==> src/rtl/irrig_pkg.sv <==
// Shared types and constants for the irrigation command sequencer.
// State codes are fixed because the controller reads them back on `state`.
package irrig_pkg;

  localparam int LVL_W = 3;
  localparam int CNT_W = 8;

  localparam int DEF_DEB_TICKS = 3;
  localparam int DEF_ASP_TICKS = 20;
  localparam int DEF_GOT_TICKS = 40;
  localparam int DEF_ADB_TICKS = 5;
  localparam int DEF_MIN_LEVEL = 2;
  localparam int DEF_WAIT_MAX  = 100;

  typedef enum logic [2:0] {
    ST_IDLE    = 3'd0,
    ST_WAIT    = 3'd1,
    ST_RUN_ASP = 3'd2,
    ST_RUN_GOT = 3'd3,
    ST_FAULT   = 3'd4
  } state_t;

endpackage

==> src/rtl/irrig_cmd_sequencer_btn_debounce.sv <==
// Panel switch conditioning: 2-flop synchronizer, tick-based debounce,
// and a one-tick press pulse on the rising edge of the debounced level.
module btn_debounce
  import irrig_pkg::*;
#(
  parameter int DEB_TICKS = DEF_DEB_TICKS
) (
  input  logic clock,
  input  logic reset,
  input  logic i_tick,
  input  logic i_raw,
  output logic o_press
);

  logic [1:0]       r_sync;
  logic             r_level;
  logic [CNT_W-1:0] r_cnt;
  logic             w_diff;
  logic             w_done;

  assign w_diff = r_sync[1] ^ r_level;
  assign w_done = w_diff && (r_cnt == CNT_W'(DEB_TICKS - 1));

  always_ff @(posedge clock) begin
    if (reset) begin
      r_sync  <= '0;
      r_level <= 1'b0;
      r_cnt   <= '0;
    end else begin
      r_sync <= {r_sync[0], i_raw};
      if (i_tick) begin
        if (!w_diff) begin
          r_cnt <= '0;
        end else if (w_done) begin
          r_cnt   <= '0;
          r_level <= r_sync[1];
        end else begin
          r_cnt <= r_cnt + CNT_W'(1);
        end
      end
    end
  end

  // Press fires on the same tick the new level is accepted.
  assign o_press = i_tick & w_done & r_sync[1];

endmodule

==> src/rtl/irrig_cmd_sequencer.sv <==
// Operator-side command sequencer: queues panel requests and drives
// timed asp/got/adb levels, gated by tank level and inlet valve.
module irrig_cmd_sequencer
  import irrig_pkg::*;
#(
  parameter int DEB_TICKS = DEF_DEB_TICKS,
  parameter int ASP_TICKS = DEF_ASP_TICKS,
  parameter int GOT_TICKS = DEF_GOT_TICKS,
  parameter int ADB_TICKS = DEF_ADB_TICKS,
  parameter int MIN_LEVEL = DEF_MIN_LEVEL,
  parameter int WAIT_MAX  = DEF_WAIT_MAX
) (
  input  logic             clock,
  input  logic             reset,
  input  logic             tick,
  input  logic             btn_asp,
  input  logic             btn_got,
  input  logic             btn_adb,
  input  logic [LVL_W-1:0] nivel,
  input  logic             ve,
  output logic             asp,
  output logic             got,
  output logic             adb,
  output logic             busy,
  output logic             fault,
  output logic [2:0]       state,
  output logic [CNT_W-1:0] remaining
);

  localparam logic [CNT_W-1:0] ASP_CNT  = CNT_W'(ASP_TICKS);
  localparam logic [CNT_W-1:0] GOT_CNT  = CNT_W'(GOT_TICKS);
  localparam logic [CNT_W-1:0] WAIT_CNT = CNT_W'(WAIT_MAX);
  localparam logic [CNT_W-1:0] ADB_THR  = CNT_W'(ASP_TICKS - ADB_TICKS);
  localparam logic [LVL_W-1:0] MIN_LVL  = LVL_W'(MIN_LEVEL);

  state_t           r_state;
  logic [CNT_W-1:0] r_cnt;
  logic [CNT_W-1:0] r_wcnt;
  logic             r_req_asp;
  logic             r_req_got;
  logic             r_adb_armed;
  logic             r_adb_use;
  logic             r_asp;
  logic             r_got;
  logic             r_adb;
  logic             r_busy;
  logic             r_fault;

  logic             w_press_asp;
  logic             w_press_got;
  logic             w_press_adb;
  logic             w_any_press;
  logic             w_level_ok;
  logic             w_run;
  logic             w_to_fault;
  logic [CNT_W-1:0] w_cnt_dec;

  btn_debounce #(.DEB_TICKS(DEB_TICKS)) u_deb_asp (
    .clock   (clock),
    .reset   (reset),
    .i_tick  (tick),
    .i_raw   (btn_asp),
    .o_press (w_press_asp)
  );

  btn_debounce #(.DEB_TICKS(DEB_TICKS)) u_deb_got (
    .clock   (clock),
    .reset   (reset),
    .i_tick  (tick),
    .i_raw   (btn_got),
    .o_press (w_press_got)
  );

  btn_debounce #(.DEB_TICKS(DEB_TICKS)) u_deb_adb (
    .clock   (clock),
    .reset   (reset),
    .i_tick  (tick),
    .i_raw   (btn_adb),
    .o_press (w_press_adb)
  );

  assign w_any_press = w_press_asp | w_press_got | w_press_adb;
  assign w_level_ok  = (nivel >= MIN_LVL) && !ve;
  assign w_run       = (r_state == ST_RUN_ASP) || (r_state == ST_RUN_GOT);
  assign w_cnt_dec   = r_cnt - CNT_W'(1);

  // Empty tank beats normal completion; wait timeout expires on the last count.
  assign w_to_fault = (w_run && (nivel == '0))
                   || ((r_state == ST_WAIT) && !w_level_ok
                       && (r_wcnt == CNT_W'(1)));

  always_ff @(posedge clock) begin
    if (reset) begin
      r_state     <= ST_IDLE;
      r_cnt       <= '0;
      r_wcnt      <= '0;
      r_req_asp   <= 1'b0;
      r_req_got   <= 1'b0;
      r_adb_armed <= 1'b0;
      r_adb_use   <= 1'b0;
      r_asp       <= 1'b0;
      r_got       <= 1'b0;
      r_adb       <= 1'b0;
      r_busy      <= 1'b0;
      r_fault     <= 1'b0;
    end else if (tick) begin
      r_req_asp   <= r_req_asp | w_press_asp;
      r_req_got   <= r_req_got | w_press_got;
      r_adb_armed <= r_adb_armed | w_press_adb;
      unique case (r_state)
        ST_IDLE: begin
          if (r_req_asp && w_level_ok) begin
            r_state     <= ST_RUN_ASP;
            r_cnt       <= ASP_CNT;
            r_req_asp   <= w_press_asp;
            r_adb_use   <= r_adb_armed;
            r_adb_armed <= w_press_adb;
            r_asp       <= 1'b1;
            r_adb       <= r_adb_armed;
            r_busy      <= 1'b1;
          end else if (r_req_got && w_level_ok) begin
            r_state   <= ST_RUN_GOT;
            r_cnt     <= GOT_CNT;
            r_req_got <= w_press_got;
            r_got     <= 1'b1;
            r_busy    <= 1'b1;
          end else if (r_req_asp || r_req_got) begin
            r_state <= ST_WAIT;
            r_wcnt  <= WAIT_CNT;
          end
        end
        ST_WAIT: begin
          if (w_level_ok) begin
            r_state <= ST_IDLE;
          end else begin
            r_wcnt <= r_wcnt - CNT_W'(1);
          end
        end
        ST_RUN_ASP, ST_RUN_GOT: begin
          if (r_cnt == CNT_W'(1)) begin
            r_state   <= ST_IDLE;
            r_cnt     <= '0;
            r_adb_use <= 1'b0;
            r_asp     <= 1'b0;
            r_got     <= 1'b0;
            r_adb     <= 1'b0;
            r_busy    <= 1'b0;
          end else begin
            r_cnt <= w_cnt_dec;
            r_adb <= r_adb && (w_cnt_dec > ADB_THR);
          end
        end
        ST_FAULT: begin
          r_req_asp   <= 1'b0;
          r_req_got   <= 1'b0;
          r_adb_armed <= 1'b0;
          if (w_any_press) begin
            r_state <= ST_IDLE;
            r_fault <= 1'b0;
          end
        end
        default: r_state <= ST_IDLE;
      endcase
      if (w_to_fault) begin
        r_state     <= ST_FAULT;
        r_cnt       <= '0;
        r_req_asp   <= 1'b0;
        r_req_got   <= 1'b0;
        r_adb_armed <= 1'b0;
        r_adb_use   <= 1'b0;
        r_asp       <= 1'b0;
        r_got       <= 1'b0;
        r_adb       <= 1'b0;
        r_busy      <= 1'b0;
        r_fault     <= 1'b1;
      end
    end
  end

  assign asp       = r_asp;
  assign got       = r_got;
  assign adb       = r_adb;
  assign busy      = r_busy;
  assign fault     = r_fault;
  assign state     = r_state;
  assign remaining = r_cnt;

endmodule

==> config.mk <==
export PLATFORM = sky130hd
export DESIGN_NAME = irrig_cmd_sequencer
export DESIGN_NICKNAME = d
export VERILOG_FILES = /design/src/rtl/irrig_pkg.sv /design/src/rtl/irrig_cmd_sequencer_btn_debounce.sv /design/src/rtl/irrig_cmd_sequencer.sv
export SDC_FILE = /design/constraint.sdc
export NUM_CORES = 1
export LEC_CHECK = 0
export CELL_PAD_IN_SITES_DETAIL_PLACEMENT = 2
export CELL_PAD_IN_SITES_GLOBAL_PLACEMENT = 2
export CORE_AREA = 4 4 116 118
export DETAILED_ROUTE_END_ITERATION = 6
export DIE_AREA = 0 0 120 122
export GPL_ROUTABILITY_DRIVEN = 0
export PLACE_DENSITY = 0.59
export SLEW_MARGIN = 20
export SYNTH_ARGS = -nofsm -noshare
export SYNTH_HDL_FRONTEND = slang
export SYNTH_SLANG_ARGS = --single-unit
==> constraint.sdc <==
create_clock -name clock -period 2.5 [get_ports clock]
set_clock_uncertainty 0.1 [all_clocks]
set_input_delay 0.375 -clock clock [delete_from_list [all_inputs] [get_ports clock]]
set_output_delay 0.375 -clock clock [all_outputs]
set_load 0.01 [all_outputs]
# == Yosys cells after proc, flatten, opt, wreduce, memory -nomap -nowiden ==
# Cells that the tools add are included.
# classes
n_reduce_logical,33
n_addsub,5
muxes,52
n_lt_le_gt_ge,2
n_bitwise,14
eq_ne,21
# ops
operator,count
$mux 8,14
$pmux 8 s2,2
$add 8x1->8 const B,3
$eq 8x2->1 const B,3
$mux 1,21
$mux 3,7
$ne 3x3->1 const B,6
$reduce_and 3->1,6
$eq 8x1->1 const B,2
$sub 8x1->8 const B,2
$pmux 1 s2,7
$pmux 3 s4,1
$logic_and 1x1->1,10
$reduce_and 5->1,2
$gt 8x4->1 const B,1
$ne 2x2->1 const B,4
$reduce_and 4->1,2
$and 1x1->1,6
$eq 3x2->1 const B,2
$logic_not 3->1,2
$reduce_and 6->1,1
$reduce_bool 2->1,3
$ne 5x5->1 const B,1
$or 1x1->1,5
other kinds (9),14
# word_totals
out_inout_bits,16
reg_bits,60
in_bits,10

# == Depth between registers and ports, before layout ==
# logic_depth
word_depth,9
ltp_mapped,7
mapped_depth_nobuf,7

# == Modules after synthesis ==
# From an unflattened synthesis, not the netlist that was laid out.
# unflattened
hier_cells,374
area_unflattened_um2,3319.4
# modules_own_cells
mod,cells_each,seq_area_each_um2,instances,area_per_inst_um2
irrig_cmd_sequencer,203,540.5,1,1660.3
btn_debounce,57,220.2,3,553.0

# == Least setup slack after synthesis ==
# OpenSTA, ideal clock, no wires.
# synth_path
path_type,input -> register
startpoint,input port tick
endpoint,register r_wcnt[2]
path_stages,7
n_path_buf,2
arrival_ns,1.663
required_ns,2.312
setup_ns,0.088
path_slack_ns,0.649
path_cell_list,buf_4 > or3b_4 > a211o_1 > buf_6 > nor2_2 > nor2_1 > a311oi_2
# synth_via
elab_chain_cells,1
# synth_rtl
element,line_no,rtl
from (decl),irrig_cmd_sequencer.sv:15,"input logic tick,"
$reduce_and 6->1 (no line),-,
to (signal assigned),irrig_cmd_sequencer.sv:136,r_wcnt <= r_wcnt - CNT_W'(1);
to (decl),irrig_cmd_sequencer.sv:38,logic [CNT_W-1:0] r_wcnt;
# No other way between the ends.
# A chain may end at the register's enable or synchronous reset.

# == Worst setup path after layout ==
# layout_path
startpoint,register r_cnt[1] (netlist: remaining[1])
endpoint,register r_state[2] (netlist: state[2])
# layout_via
elab_chain_cells,3
# layout_rtl
element,line_no,rtl
from (decl),irrig_cmd_sequencer.sv:37,logic [CNT_W-1:0] r_cnt;
from (signal assigned),irrig_cmd_sequencer.sv:149,r_cnt <= w_cnt_dec;
$eq 8x1->1,irrig_cmd_sequencer.sv:140,if (r_cnt == CNT_W'(1)) begin
$ne 3x3->1 (no line),-,
$reduce_and 5->1 (no line),-,
to (signal assigned),irrig_cmd_sequencer.sv:134,r_state <= ST_IDLE;
to (signal assigned),irrig_cmd_sequencer.sv:141,r_state <= ST_IDLE;
to (signal assigned),irrig_cmd_sequencer.sv:158,r_state <= ST_IDLE;
to (decl),irrig_cmd_sequencer.sv:36,state_t r_state;
# No other way between the ends.

==> results.py <==
metrics = {
    "clock_network": {
        "cts_tree": "yes",
        "ctsLongestPathBuffers": 2,
        "cts.sinks": 60,
        "cts_htree_levels": 3,
        "cts_setup_buffers": 0,
        "clkTransAtPathRegs_ps": 50,
        "numCtsBuffers": 9,
        "clock_insertion_delay_worst_skew_ps": 340,
        "cts_hold_repair.buffers": 0,
        "clockRootBuffer": "clkbuf_16",
        "cts-resized-gates": 0,
    },
    "global_route": {
        "grt_max_degree": 22,
        "grt.total_usage_pct": 13.5,
        "grt_pass1_wl_um": 15600,
        "antenna_found_initial": 0,
        "vias_in_the_first_global_route": 3006,
        "gr-total-overflow": 0,
    },
    "worst_setup_path": {
        "worstPathArrival_ps": 2300,
        "critical_path_required_ps": 2630,
        "timing_worst_setup_path_type": "reg2reg",
        "worst-r2r-setup-slack_ps": 330,
        "worst_setup_path_startpoint": "remaining[1]",
        "r2r_cells": 7,
        "critPathCapture": "state[2]",
        "crit_fanout": 5,
        "worstSetupEndpointType": "flip-flop",
        "critical_path.reg2reg.endpoint": "state[2]",
        "worst_r2r_startpoint": "remaining[1]",
        "critPathLaunchType": "flip-flop",
    },
    "layout": {
        "n_fill_cell": 1446,
        "mostFrequentLayoutCell": "dfxtp_1",
        "mostFrequentLayoutCells": "dfxtp_1, nor2_1, a21oi_1",
        "final_nets": 427,
        "layout_cell_share_with_drive_strength_beyond_1_pct": 11.7,
        "synthToLayoutAreaGrowth_pct": 29.1,
        "antenna-diode-count": 0,
    },
    "routing": {
        "route.detailed.wl_per_inst_um": 15.8,
        "drt-pass1-iter-count": 4,
        "avgViaCountPerCell": 4.77,
        "total_vias_in_the_final_route": 2776,
        "drt_iter0_markers": 77,
        "drt_wl_total_um": 9170,
        "drc": 0,
        "drt.antenna.violating_nets": 0,
    },
    "power_and_ir_drop": {
        "power-per-cell-area_nw_per_um2": 656,
        "p_leak_nw": 1.43,
        "totalPowerFinal_mw": 2.59,
        "vdd.ir_drop.worst_mv": 0.342,
    },
    "synth": {
        "synth.ff_latch_count": 60,
        "synthCells": 361,
        "yosysWarningCount": 0,
        "syn_nets": 382,
        "synthesis.area_per_instance_um2": 8.46,
        "post_synth_main_area_contributors": "dfxtp_1, nor2_1, ha_1, a21oi_1, xor2_1",
        "asyncSetResetFlopFracSynth_pct": 0,
        "synth.largest_area_cell": "dfxtp_1",
        "synth-seq-area-share_pct": 39.3,
        "count_of_unique_library_cells_instantiated_by_yosys": 59,
        "synth-main-ff-cell": "dfxtp_1",
        "synth_area_um2": 3050,
        "synth_top_area_share_pct": 39.3,
        "edff_count_synth": 0,
    },
    "min_path": {
        "hold_path.class": "reg2reg",
    },
    "placed_design": {
        "port_buffers": 25,
        "place_hpwl_um": 6800,
    },
    "sta": {
        "achievable-frequency_ghz": 0.461,
        "min_period_ps": 2170,
        "max_slew_margin_pct": 65.5,
        "final-max-slew-violation-count": 0,
        "grt_setup_unrepaired": "false",
        "timing_worst_slew_pin_value_ps": 511,
        "setup_violations": 0,
        "final.period_utilization_pct": 86.8,
        "hold_viol": 0,
        "fin_setup_tns_ps": 0,
    },
    "status": {
        "outcome": "finished, final reports clean",
    },
    "die": {
        "floorplan.die.height_um": 122,
        "floorplan.die_area_um2": 14600,
        "io_pins": 26,
        "core_area_um2": 12500,
        "initial_core_util_pct": 24.5,
        "fp-row-count": 41,
        "dieWidth_um": 120,
    },
    "flow_run": {
        "maxCapViolCount": 0,
    },
}
through the flow:
step / util [%] / hold WS [ps] / area, µm² / cells / setup WS, ps
floorplan: - / 314 / 3050 / 361 / 649
global placement: 29.0 / 318 / 3620 / 567 / 80.6
detailed placement: 29.0 / 343 / 3620 / 567 / 18.4
CTS: 31.6 / 358 / 3940 / 582 / 305
global route: 31.6 / 369 / 3940 / 582 / 114
finish: 31.6 / 347 / 3940 / 582 / 330
worst min path at each step:
| stage | from | to | slack (ps) | cells after the start |
|---|---|---|---|---|
| after global routing | u_deb_asp.r_sync[0] | u_deb_asp.r_sync[1] | 370 | 1 |
| final | u_deb_asp.r_sync[0] | u_deb_asp.r_sync[1] | 350 | 1 |
| after detailed placement | u_deb_asp.r_sync[0] | u_deb_asp.r_sync[1] | 340 | 1 |
| after CTS | u_deb_asp.r_sync[0] | u_deb_asp.r_sync[1] | 360 | 1 |
| after global placement | u_deb_got.r_sync[0] | u_deb_got.r_sync[1] | 320 | 1 |
| after floorplan | u_deb_adb.r_sync[0] | u_deb_adb.r_sync[1] | 310 | 1 |
power breakdown:
part / switching [mW] / leakage [nW] / internal, mW
sequential: 0.0278 / 0.486 / 0.977
clock: 0.441 / 0.158 / 0.918
combinational: 0.123 / 0.782 / 0.0981
total: 0.592 / 1.43 / 1.99
cell usage after synthesis (4+ instances only):
cell type  instances
ha_1              11
and2_1             4
xor2_1            15
dfxtp_1           60
clkbuf_1           7
o21ai_0           12
nor3_1            12
o211ai_1           4
and3_1             5
nand3_1           11
nor4b_1            5
inv_1             16
nand4_1           10
nor2_1            49
nor2b_1            8
nand2_1           26
xnor2_1           10
a21oi_1           27
area by class of cell:
class | count | area, µm² | share of cell area, %
Tap cell | 172 | 215 | 5.46
Clock buffer | 11 | 253 | 6.41
Timing Repair Buffer | 46 | 408 | 10.3
Inverter | 16 | 60.1 | 1.52
Clock inverter | 4 | 72.6 | 1.84
Sequential cell | 60 | 1200 | 30.5
Multi-Input combinational cell | 273 | 1730 | 44.0
worst max-delay path, cell delays in order (launching register included):
cell and delay, ps:
dfxtp_1 360, inv_1 130, ha_1 150, nor3b_1 360
a21oi_1 190, a221oi_1 430, a41oi_1 200, o21a_1 140
state kept, by name (all words and copies together) (netlist names), 2 cells and up:
register / cells
remaining: 8
u_deb_got.r_sync: 2
u_deb_adb.r_sync: 2
u_deb_asp.r_sync: 2
u_deb_adb.r_cnt: 8
r_wcnt: 8
u_deb_asp.r_cnt: 8
state: 3
u_deb_got.r_cnt: 8
kinds of logic after synthesis:
logic type / Yosys count / synth area share (%)
muxes: 3 / 0.984
AOI/OAI and AO/OA: 74 / 16.2
adders and majority gates: 11 / 4.51
buffers and inverters: 28 / 3.89
and+or+nand+nor: 160 / 27.9
DFF: 60 / 39.3
xor gates and xnor gates: 25 / 7.17
per-layer routing:
metal	share of wire [%]	vias up	global-route usage, %
met3	2.3	14	2.51
met1	47	1362	17.0
li1	-	1375	-
met2	48	25	22.3
met5	0	-	0
met4	2.2	0	6.66
(Power assumes the default switching activity.)
